`config.mk`:
```
export PLATFORM = sky130hd
export DESIGN_NAME = pcq_clks_ctrl_flat
export DESIGN_NICKNAME = d
export VERILOG_FILES = /design/src/rtl/pcq_clks_ctrl_if.sv /design/src/rtl/pcq_clks_ctrl.sv /design/src/flat_wrapper.sv
export SDC_FILE = /design/constraint.sdc
export NUM_CORES = 1
export LEC_CHECK = 0
export ABC_AREA = 1
export CAP_MARGIN = 10
export CORE_AREA = 10 10 59 61
export CTS_CLUSTER_DIAMETER = 80
export DETAILED_ROUTE_END_ITERATION = 8
export DIE_AREA = 0 0 69 71
export GPL_ROUTABILITY_DRIVEN = 0
export PLACE_DENSITY_LB_ADDON = 0.05
export SLEW_MARGIN = 25
export SYNTH_ARGS = -nofsm -noshare
export SYNTH_HDL_FRONTEND = slang
export SYNTH_SLANG_ARGS = --single-unit
```
`constraint.sdc`:
```
create_clock -name nclk -period 2.9 [get_ports nclk]
set_input_delay 0.87 -clock nclk [delete_from_list [all_inputs] [get_ports nclk]]
set_output_delay 0.87 -clock nclk [all_outputs]
set_load 0.1 [all_outputs]
```
`src/rtl/pcq_clks_ctrl_if.sv`:
```
// Request/response bundle of the thold/sg source controller.
// slave: the controller; master: whoever requests clock modes and watches status.
interface pcq_clks_ctrl_if;
   logic       run_req;
   logic       scan_req;
   logic       pm_sleep;
   logic       fce_req;
   logic       ccflush_out_dc;
   logic       func_sl_thold_5;
   logic       func_slp_sl_thold_5;
   logic       func_nsl_thold_5;
   logic       func_slp_nsl_thold_5;
   logic       ary_nsl_thold_5;
   logic       ary_slp_nsl_thold_5;
   logic       cfg_sl_thold_5;
   logic       cfg_slp_sl_thold_5;
   logic       abst_sl_thold_5;
   logic       abst_slp_sl_thold_5;
   logic       regf_sl_thold_5;
   logic       regf_slp_sl_thold_5;
   logic       gptr_sl_thold_5;
   logic       time_sl_thold_5;
   logic       repr_sl_thold_5;
   logic       rtim_sl_thold_5;
   logic       sg_5;
   logic       fce_5;
   logic       clks_running;
   logic       clks_stopped;
   logic [2:0] state_dbg;

   modport slave (
      input  run_req, scan_req, pm_sleep, fce_req,
      output ccflush_out_dc,
      output func_sl_thold_5, func_slp_sl_thold_5, func_nsl_thold_5, func_slp_nsl_thold_5,
      output ary_nsl_thold_5, ary_slp_nsl_thold_5, cfg_sl_thold_5, cfg_slp_sl_thold_5,
      output abst_sl_thold_5, abst_slp_sl_thold_5, regf_sl_thold_5, regf_slp_sl_thold_5,
      output gptr_sl_thold_5, time_sl_thold_5, repr_sl_thold_5, rtim_sl_thold_5,
      output sg_5, fce_5, clks_running, clks_stopped, state_dbg
   );

   modport master (
      output run_req, scan_req, pm_sleep, fce_req,
      input  ccflush_out_dc,
      input  func_sl_thold_5, func_slp_sl_thold_5, func_nsl_thold_5, func_slp_nsl_thold_5,
      input  ary_nsl_thold_5, ary_slp_nsl_thold_5, cfg_sl_thold_5, cfg_slp_sl_thold_5,
      input  abst_sl_thold_5, abst_slp_sl_thold_5, regf_sl_thold_5, regf_slp_sl_thold_5,
      input  gptr_sl_thold_5, time_sl_thold_5, repr_sl_thold_5, rtim_sl_thold_5,
      input  sg_5, fce_5, clks_running, clks_stopped, state_dbg
   );
endinterface

```
`src/rtl/pcq_clks_ctrl.sv`:
```
// Source of the level-5 thold/sg/fce tree: sequences flush, clock start/stop,
// power-save sleep and scan entry/exit, and reports settled run/stop status
// only after the staging latency has elapsed.
// Transition-driven outputs (tholds, sg, fce, flush, clks_running) are
// registered from the next state so they move on the edge that enters it;
// clks_stopped is a status flag raised one cycle after settling in STOPPED.
module pcq_clks_ctrl #(
   parameter int STG_DEPTH = 5,
   parameter int FLUSH_CYC = 6
) (
   input logic             nclk,
   input logic             rst,
   pcq_clks_ctrl_if.slave  bus
);
   localparam int CMAXV = (STG_DEPTH > FLUSH_CYC) ? STG_DEPTH : FLUSH_CYC;
   localparam int CW    = $clog2(CMAXV + 1);

   typedef enum logic [2:0] {
      S_FLUSH      = 3'd0,
      S_STOPPED    = 3'd1,
      S_START_WAIT = 3'd2,
      S_RUNNING    = 3'd3,
      S_STOP_WAIT  = 3'd4,
      S_SCAN_SETUP = 3'd5,
      S_SCANNING   = 3'd6,
      S_SCAN_EXIT  = 3'd7
   } state_t;

   state_t          r_state, w_ns;
   logic [CW-1:0]   r_cnt;
   logic            r_run, r_scan, r_sleep, r_fce;
   logic            w_stg_done, w_flush_done;

   // thold bit order: func_sl, func_slp_sl, func_nsl, func_slp_nsl, ary_nsl,
   // ary_slp_nsl, cfg_sl, cfg_slp_sl, abst_sl, abst_slp_sl, regf_sl,
   // regf_slp_sl, gptr_sl, time_sl, repr_sl, rtim_sl (msb..lsb)
   logic [15:0]     r_th, w_th;
   logic            r_sg, r_fce5, r_flush, r_running, r_stopped;
   logic            w_sg, w_fce5, w_flush, w_running, w_stopped;
   logic            w_run_dom, w_awake, w_scn;

   assign w_stg_done   = (r_cnt == CW'(STG_DEPTH - 1));
   assign w_flush_done = (r_cnt == CW'(FLUSH_CYC - 1));

   // Input sampling: every decision uses these registered copies.
   always_ff @(posedge nclk or posedge rst) begin
      if (rst) begin
         r_run   <= 1'b0;
         r_scan  <= 1'b0;
         r_sleep <= 1'b0;
         r_fce   <= 1'b0;
      end else begin
         r_run   <= bus.run_req;
         r_scan  <= bus.scan_req;
         r_sleep <= bus.pm_sleep;
         r_fce   <= bus.fce_req;
      end
   end

   // State register and dwell counter (cleared on each state entry, saturating).
   always_ff @(posedge nclk or posedge rst) begin
      if (rst) begin
         r_state <= S_FLUSH;
         r_cnt   <= '0;
      end else begin
         r_state <= w_ns;
         if (w_ns != r_state)           r_cnt <= '0;
         else if (r_cnt != CW'(CMAXV))  r_cnt <= r_cnt + 1'b1;
      end
   end

   // Next-state decision; scan beats run, and RUNNING always drains via STOPPED.
   always_comb begin
      w_ns = r_state;
      case (r_state)
         S_FLUSH:      if (w_flush_done) w_ns = S_STOPPED;
         S_STOPPED:    if (r_scan) w_ns = S_SCAN_SETUP;
                       else if (r_run) w_ns = S_START_WAIT;
         S_START_WAIT: if (w_stg_done) w_ns = S_RUNNING;
         S_RUNNING:    if (!r_run || r_scan) w_ns = S_STOP_WAIT;
         S_STOP_WAIT:  if (w_stg_done) w_ns = S_STOPPED;
         S_SCAN_SETUP: if (w_stg_done) w_ns = S_SCANNING;
         S_SCANNING:   if (!r_scan) w_ns = S_SCAN_EXIT;
         S_SCAN_EXIT:  if (w_stg_done) w_ns = S_STOPPED;
         default:      w_ns = S_FLUSH;
      endcase
   end

   // Output values for the state being entered; sleep only gates non-slp domains.
   always_comb begin
      w_run_dom = (w_ns == S_START_WAIT) || (w_ns == S_RUNNING);
      w_awake   = w_run_dom && !r_sleep;
      w_scn     = (w_ns == S_SCANNING);
      w_th      = '1;
      w_th[15]  = !(w_awake || w_scn);     // func_sl
      w_th[14]  = !(w_run_dom || w_scn);   // func_slp_sl
      w_th[13]  = !w_awake;                // func_nsl
      w_th[12]  = !w_run_dom;              // func_slp_nsl
      w_th[11]  = !w_awake;                // ary_nsl
      w_th[10]  = !w_run_dom;              // ary_slp_nsl
      w_th[9]   = !(w_awake || w_scn);     // cfg_sl
      w_th[8]   = !(w_run_dom || w_scn);   // cfg_slp_sl
      w_th[7]   = !(w_awake || w_scn);     // abst_sl
      w_th[6]   = !(w_run_dom || w_scn);   // abst_slp_sl
      w_th[5]   = !(w_awake || w_scn);     // regf_sl
      w_th[4]   = !(w_run_dom || w_scn);   // regf_slp_sl
      w_th[3]   = !w_scn;                  // gptr_sl
      w_th[2]   = !w_scn;                  // time_sl
      w_th[1]   = !w_scn;                  // repr_sl
      w_th[0]   = !(w_run_dom || w_scn);   // rtim_sl
      w_sg      = (w_ns == S_SCAN_SETUP) || w_scn || (w_ns == S_SCAN_EXIT);
      w_fce5    = w_scn && r_fce;
      w_flush   = (w_ns == S_FLUSH);
      w_running = (w_ns == S_RUNNING);
      w_stopped = (r_state == S_STOPPED) && (w_ns == S_STOPPED);
   end

   // Output registers.
   always_ff @(posedge nclk or posedge rst) begin
      if (rst) begin
         r_th      <= '1;
         r_sg      <= 1'b0;
         r_fce5    <= 1'b0;
         r_flush   <= 1'b1;
         r_running <= 1'b0;
         r_stopped <= 1'b0;
      end else begin
         r_th      <= w_th;
         r_sg      <= w_sg;
         r_fce5    <= w_fce5;
         r_flush   <= w_flush;
         r_running <= w_running;
         r_stopped <= w_stopped;
      end
   end

   assign bus.func_sl_thold_5      = r_th[15];
   assign bus.func_slp_sl_thold_5  = r_th[14];
   assign bus.func_nsl_thold_5     = r_th[13];
   assign bus.func_slp_nsl_thold_5 = r_th[12];
   assign bus.ary_nsl_thold_5      = r_th[11];
   assign bus.ary_slp_nsl_thold_5  = r_th[10];
   assign bus.cfg_sl_thold_5       = r_th[9];
   assign bus.cfg_slp_sl_thold_5   = r_th[8];
   assign bus.abst_sl_thold_5      = r_th[7];
   assign bus.abst_slp_sl_thold_5  = r_th[6];
   assign bus.regf_sl_thold_5      = r_th[5];
   assign bus.regf_slp_sl_thold_5  = r_th[4];
   assign bus.gptr_sl_thold_5      = r_th[3];
   assign bus.time_sl_thold_5      = r_th[2];
   assign bus.repr_sl_thold_5      = r_th[1];
   assign bus.rtim_sl_thold_5      = r_th[0];
   assign bus.sg_5                 = r_sg;
   assign bus.fce_5                = r_fce5;
   assign bus.ccflush_out_dc       = r_flush;
   assign bus.clks_running         = r_running;
   assign bus.clks_stopped         = r_stopped;
   assign bus.state_dbg            = r_state;
endmodule

```
`src/flat_wrapper.sv`:
```
// flat-port wrapper written by rule: the top's interface ports become plain ports
module pcq_clks_ctrl_flat 
#(
   parameter int STG_DEPTH = 5,
   parameter int FLUSH_CYC = 6
)
  (nclk, rst, bus_run_req, bus_scan_req, bus_pm_sleep, bus_fce_req, bus_ccflush_out_dc, bus_func_sl_thold_5, bus_func_slp_sl_thold_5, bus_func_nsl_thold_5, bus_func_slp_nsl_thold_5, bus_ary_nsl_thold_5, bus_ary_slp_nsl_thold_5, bus_cfg_sl_thold_5, bus_cfg_slp_sl_thold_5, bus_abst_sl_thold_5, bus_abst_slp_sl_thold_5, bus_regf_sl_thold_5, bus_regf_slp_sl_thold_5, bus_gptr_sl_thold_5, bus_time_sl_thold_5, bus_repr_sl_thold_5, bus_rtim_sl_thold_5, bus_sg_5, bus_fce_5, bus_clks_running, bus_clks_stopped, bus_state_dbg);
  pcq_clks_ctrl_if bus_i ();
  input logic nclk;
  input logic rst;
  input wire logic [$bits(bus_i.run_req)-1:0] bus_run_req;
  input wire logic [$bits(bus_i.scan_req)-1:0] bus_scan_req;
  input wire logic [$bits(bus_i.pm_sleep)-1:0] bus_pm_sleep;
  input wire logic [$bits(bus_i.fce_req)-1:0] bus_fce_req;
  output wire logic [$bits(bus_i.ccflush_out_dc)-1:0] bus_ccflush_out_dc;
  output wire logic [$bits(bus_i.func_sl_thold_5)-1:0] bus_func_sl_thold_5;
  output wire logic [$bits(bus_i.func_slp_sl_thold_5)-1:0] bus_func_slp_sl_thold_5;
  output wire logic [$bits(bus_i.func_nsl_thold_5)-1:0] bus_func_nsl_thold_5;
  output wire logic [$bits(bus_i.func_slp_nsl_thold_5)-1:0] bus_func_slp_nsl_thold_5;
  output wire logic [$bits(bus_i.ary_nsl_thold_5)-1:0] bus_ary_nsl_thold_5;
  output wire logic [$bits(bus_i.ary_slp_nsl_thold_5)-1:0] bus_ary_slp_nsl_thold_5;
  output wire logic [$bits(bus_i.cfg_sl_thold_5)-1:0] bus_cfg_sl_thold_5;
  output wire logic [$bits(bus_i.cfg_slp_sl_thold_5)-1:0] bus_cfg_slp_sl_thold_5;
  output wire logic [$bits(bus_i.abst_sl_thold_5)-1:0] bus_abst_sl_thold_5;
  output wire logic [$bits(bus_i.abst_slp_sl_thold_5)-1:0] bus_abst_slp_sl_thold_5;
  output wire logic [$bits(bus_i.regf_sl_thold_5)-1:0] bus_regf_sl_thold_5;
  output wire logic [$bits(bus_i.regf_slp_sl_thold_5)-1:0] bus_regf_slp_sl_thold_5;
  output wire logic [$bits(bus_i.gptr_sl_thold_5)-1:0] bus_gptr_sl_thold_5;
  output wire logic [$bits(bus_i.time_sl_thold_5)-1:0] bus_time_sl_thold_5;
  output wire logic [$bits(bus_i.repr_sl_thold_5)-1:0] bus_repr_sl_thold_5;
  output wire logic [$bits(bus_i.rtim_sl_thold_5)-1:0] bus_rtim_sl_thold_5;
  output wire logic [$bits(bus_i.sg_5)-1:0] bus_sg_5;
  output wire logic [$bits(bus_i.fce_5)-1:0] bus_fce_5;
  output wire logic [$bits(bus_i.clks_running)-1:0] bus_clks_running;
  output wire logic [$bits(bus_i.clks_stopped)-1:0] bus_clks_stopped;
  output wire logic [$bits(bus_i.state_dbg)-1:0] bus_state_dbg;
  assign bus_i.run_req = bus_run_req;
  assign bus_i.scan_req = bus_scan_req;
  assign bus_i.pm_sleep = bus_pm_sleep;
  assign bus_i.fce_req = bus_fce_req;
  assign bus_ccflush_out_dc = bus_i.ccflush_out_dc;
  assign bus_func_sl_thold_5 = bus_i.func_sl_thold_5;
  assign bus_func_slp_sl_thold_5 = bus_i.func_slp_sl_thold_5;
  assign bus_func_nsl_thold_5 = bus_i.func_nsl_thold_5;
  assign bus_func_slp_nsl_thold_5 = bus_i.func_slp_nsl_thold_5;
  assign bus_ary_nsl_thold_5 = bus_i.ary_nsl_thold_5;
  assign bus_ary_slp_nsl_thold_5 = bus_i.ary_slp_nsl_thold_5;
  assign bus_cfg_sl_thold_5 = bus_i.cfg_sl_thold_5;
  assign bus_cfg_slp_sl_thold_5 = bus_i.cfg_slp_sl_thold_5;
  assign bus_abst_sl_thold_5 = bus_i.abst_sl_thold_5;
  assign bus_abst_slp_sl_thold_5 = bus_i.abst_slp_sl_thold_5;
  assign bus_regf_sl_thold_5 = bus_i.regf_sl_thold_5;
  assign bus_regf_slp_sl_thold_5 = bus_i.regf_slp_sl_thold_5;
  assign bus_gptr_sl_thold_5 = bus_i.gptr_sl_thold_5;
  assign bus_time_sl_thold_5 = bus_i.time_sl_thold_5;
  assign bus_repr_sl_thold_5 = bus_i.repr_sl_thold_5;
  assign bus_rtim_sl_thold_5 = bus_i.rtim_sl_thold_5;
  assign bus_sg_5 = bus_i.sg_5;
  assign bus_fce_5 = bus_i.fce_5;
  assign bus_clks_running = bus_i.clks_running;
  assign bus_clks_stopped = bus_i.clks_stopped;
  assign bus_state_dbg = bus_i.state_dbg;
  pcq_clks_ctrl #(.STG_DEPTH(STG_DEPTH), .FLUSH_CYC(FLUSH_CYC)) u_core (.nclk(nclk), .rst(rst), .bus(bus_i));
endmodule
```
==> flow_metrics.tcl <==
set metrics [dict create \
    grt_setup_unrepaired "no" \
    clock_path_buffers 2 \
    end_kind "output port" \
    cts_resized 0 \
    grt_pass1_vias 838 \
    grt_usage_pct 9.10 \
    final_cell_mix "buf_4, nand2_1, inv_1, dfrtp_1, nor2_1" \
    cp_data_required_time_ps 2030 \
    diodes 0 \
    cts_max_level 1 \
    antenna_found_initial 0 \
    num_vias 804 \
    drc 0 \
    max_cap_violations 0 \
    critical_path_buf_inv_count 1 \
    clkLatencyLatePin_ps 300 \
    detail-route-antenna-nets 0 \
    crit_arrival_ps 1250 \
    fp-row-count 18 \
    yosysWarningCount 0 \
    fin_cells 175 \
    core_mm2 0.00239 \
    ys_seq_area_share_pct 45.5 \
    period_minus_slack_ps 2120 \
    ios 30 \
    postCtsHoldBufs 0 \
    post-cts-setup-buffers 0 \
    wl_um 2170 \
    avgRoutedWirePerCell_um 12.4 \
    nNetsFinal 156 \
    crit_path_max_fanout 9 \
    grt_overflow_total 0 \
    synthesis.area_mm2 0.00112 \
    crit_chain "buf_4" \
    status "completed" \
    io_buffers 29 \
    vias_per_cell 4.59 \
    timing.fmax_ghz 0.471 \
    syn_to_final_growth_pct 19.3 \
    dp_hpwl_um 1770 \
    worst_slack_ps 778 \
    hold_ws_ps 483 \
    syn_nets 135 \
    die_h_um 71 \
    clkTransAtPathRegs_ps 100 \
    die_area_mm2 0.00490 \
    worstMarginPinSlew_ps 696 \
    root_buffer "clkbuf_4" \
    holdCritPathClass "reg -> reg" \
    synth_area_per_cell_um2 8.94 \
    critPathMaxStageDelay_ps 590 \
    synth-seq-cells 20 \
    synth_cell_types 23 \
    crit_slowest_cell "dfrtp_1" \
    initial_core_util_pct 46.8 \
    cts_tree "done" \
    timing_worst_setup_path_type "reg -> out" \
    crit_family "flip-flops" \
    worst_clock_skew_ps 11.6 \
    slew_headroom_pct 53.5 \
    dp_slack_ps 1080 \
    die_x_um 69 \
    grt_start_max_net_pins 21 \
    crit_path_start_kind "register" \
    drive_above_1_share_pct 38.6 \
    grt_pass1_wl_um 3710 \
    cts_inserted_buffers 3 \
    setup_viol 0 \
    netlist_instances 125 \
    setup_tns_ps 0 \
    clock_sinks 20 \
    final_common_cell "buf_4" \
    dp_cells 171 \
    min_period_over_period_pct 73.2 \
    drtPass1Iterations 2 \
    finalHoldViolCount 0 \
    drtIter0Drc 31 \
    drv_slew 0 \
]
## Yosys cell counts
library cell | number | share of area, %
ha_1 | 4 | 4.5
clkinv_1 | 1 | 0.34
inv_1 | 17 | 5.7
nor2_2 | 4 | 2.2
a21oi_1 | 2 | 0.90
nand4_1 | 2 | 1.1
nand2_2 | 5 | 2.8
buf_6 | 2 | 2.0
nor2_4 | 3 | 3.0
inv_2 | 4 | 1.3
nand3_2 | 4 | 3.6
nand3b_1 | 1 | 0.67
nand2_1 | 20 | 6.7
inv_4 | 1 | 0.56
nand4_4 | 1 | 1.9
nor3_1 | 4 | 1.8
dfrtp_1 | 14 | 31
buf_4 | 11 | 7.4
xor2_1 | 1 | 0.78
o21ai_0 | 3 | 1.3
dfstp_2 | 6 | 14
nor2_1 | 8 | 2.7
nand3_1 | 7 | 3.1
## state kept, by name, indices dropped and copies added, names as in the netlist
name,count
u_core.bus.ccflush_out_dc,1
u_core.bus.clks_running,1
u_core.bus.clks_stopped,1
u_core.bus.fce_5,1
u_core.bus.sg_5,1
u_core.bus.state_dbg,3
u_core.r_cnt,3
u_core.r_fce,1
u_core.r_run,1
u_core.r_scan,1
u_core.r_sleep,1
u_core.r_th,5
## cells by family (layout without fill, tap and decap cells)
kind of cell / after synthesis / after routing / synth area share (%)
XOR/XNOR: 1 / 1 / 0.784
AND/OR/NAND/NOR: 59 / 59 / 29.7
AO/OA/AOI/OAI: 5 / 5 / 2.24
buffers and inverters: 36 / 56 / 17.4
adder cells (fa/ha/maj): 4 / 4 / 4.48
flip-flops: 20 / 20 / 45.5
## final cells by class
type / instances / area (um2)
Fill cell: 227 / 1050
Sequential cell: 20 / 508
Multi-Input combinational cell: 69 / 415
Timing Repair Buffer: 29 / 230
Inverter: 23 / 88.8
Tap cell: 30 / 37.5
Clock inverter: 1 / 30.0
Clock buffer: 3 / 22.5
## final timing paths
kind	end	cells after the start	slack, ps	startpoint
min in group asynchronous	u_core.r_cnt[0]	2	960	rst
worst max-delay path	bus_state_dbg[0]	1	780	u_core.bus.state_dbg[0]
worst min-delay path	u_core.r_th[13]	2	480	u_core.r_sleep
max in group asynchronous	u_core.r_sleep	2	1490	rst
worst max register to register	u_core.r_th[9]	13	1240	u_core.r_cnt[0]
worst min register to register	u_core.r_th[13]	2	480	u_core.r_sleep
## metal layers
layer | GRT usage (%) | wire length [um]
met2 | 15.1 | 1070
met4 | 3.58 | 12
met3 | 4.60 | 167
met1 | 9.62 | 923
met5 | 0 | 0
## metrics by stage
stage	utilization, %	area (um2)
5_1_grt	55.8	1330
2_1_floorplan	-	1120
4_1_cts	55.8	1330
6_report	55.8	1330
3_3_place_gp	53.6	1280
3_5_place_dp	53.6	1280
Power is left out: the tool's default activity adds up to more than one toggle a clock period on the data nets, which glitch-free logic cannot reach.
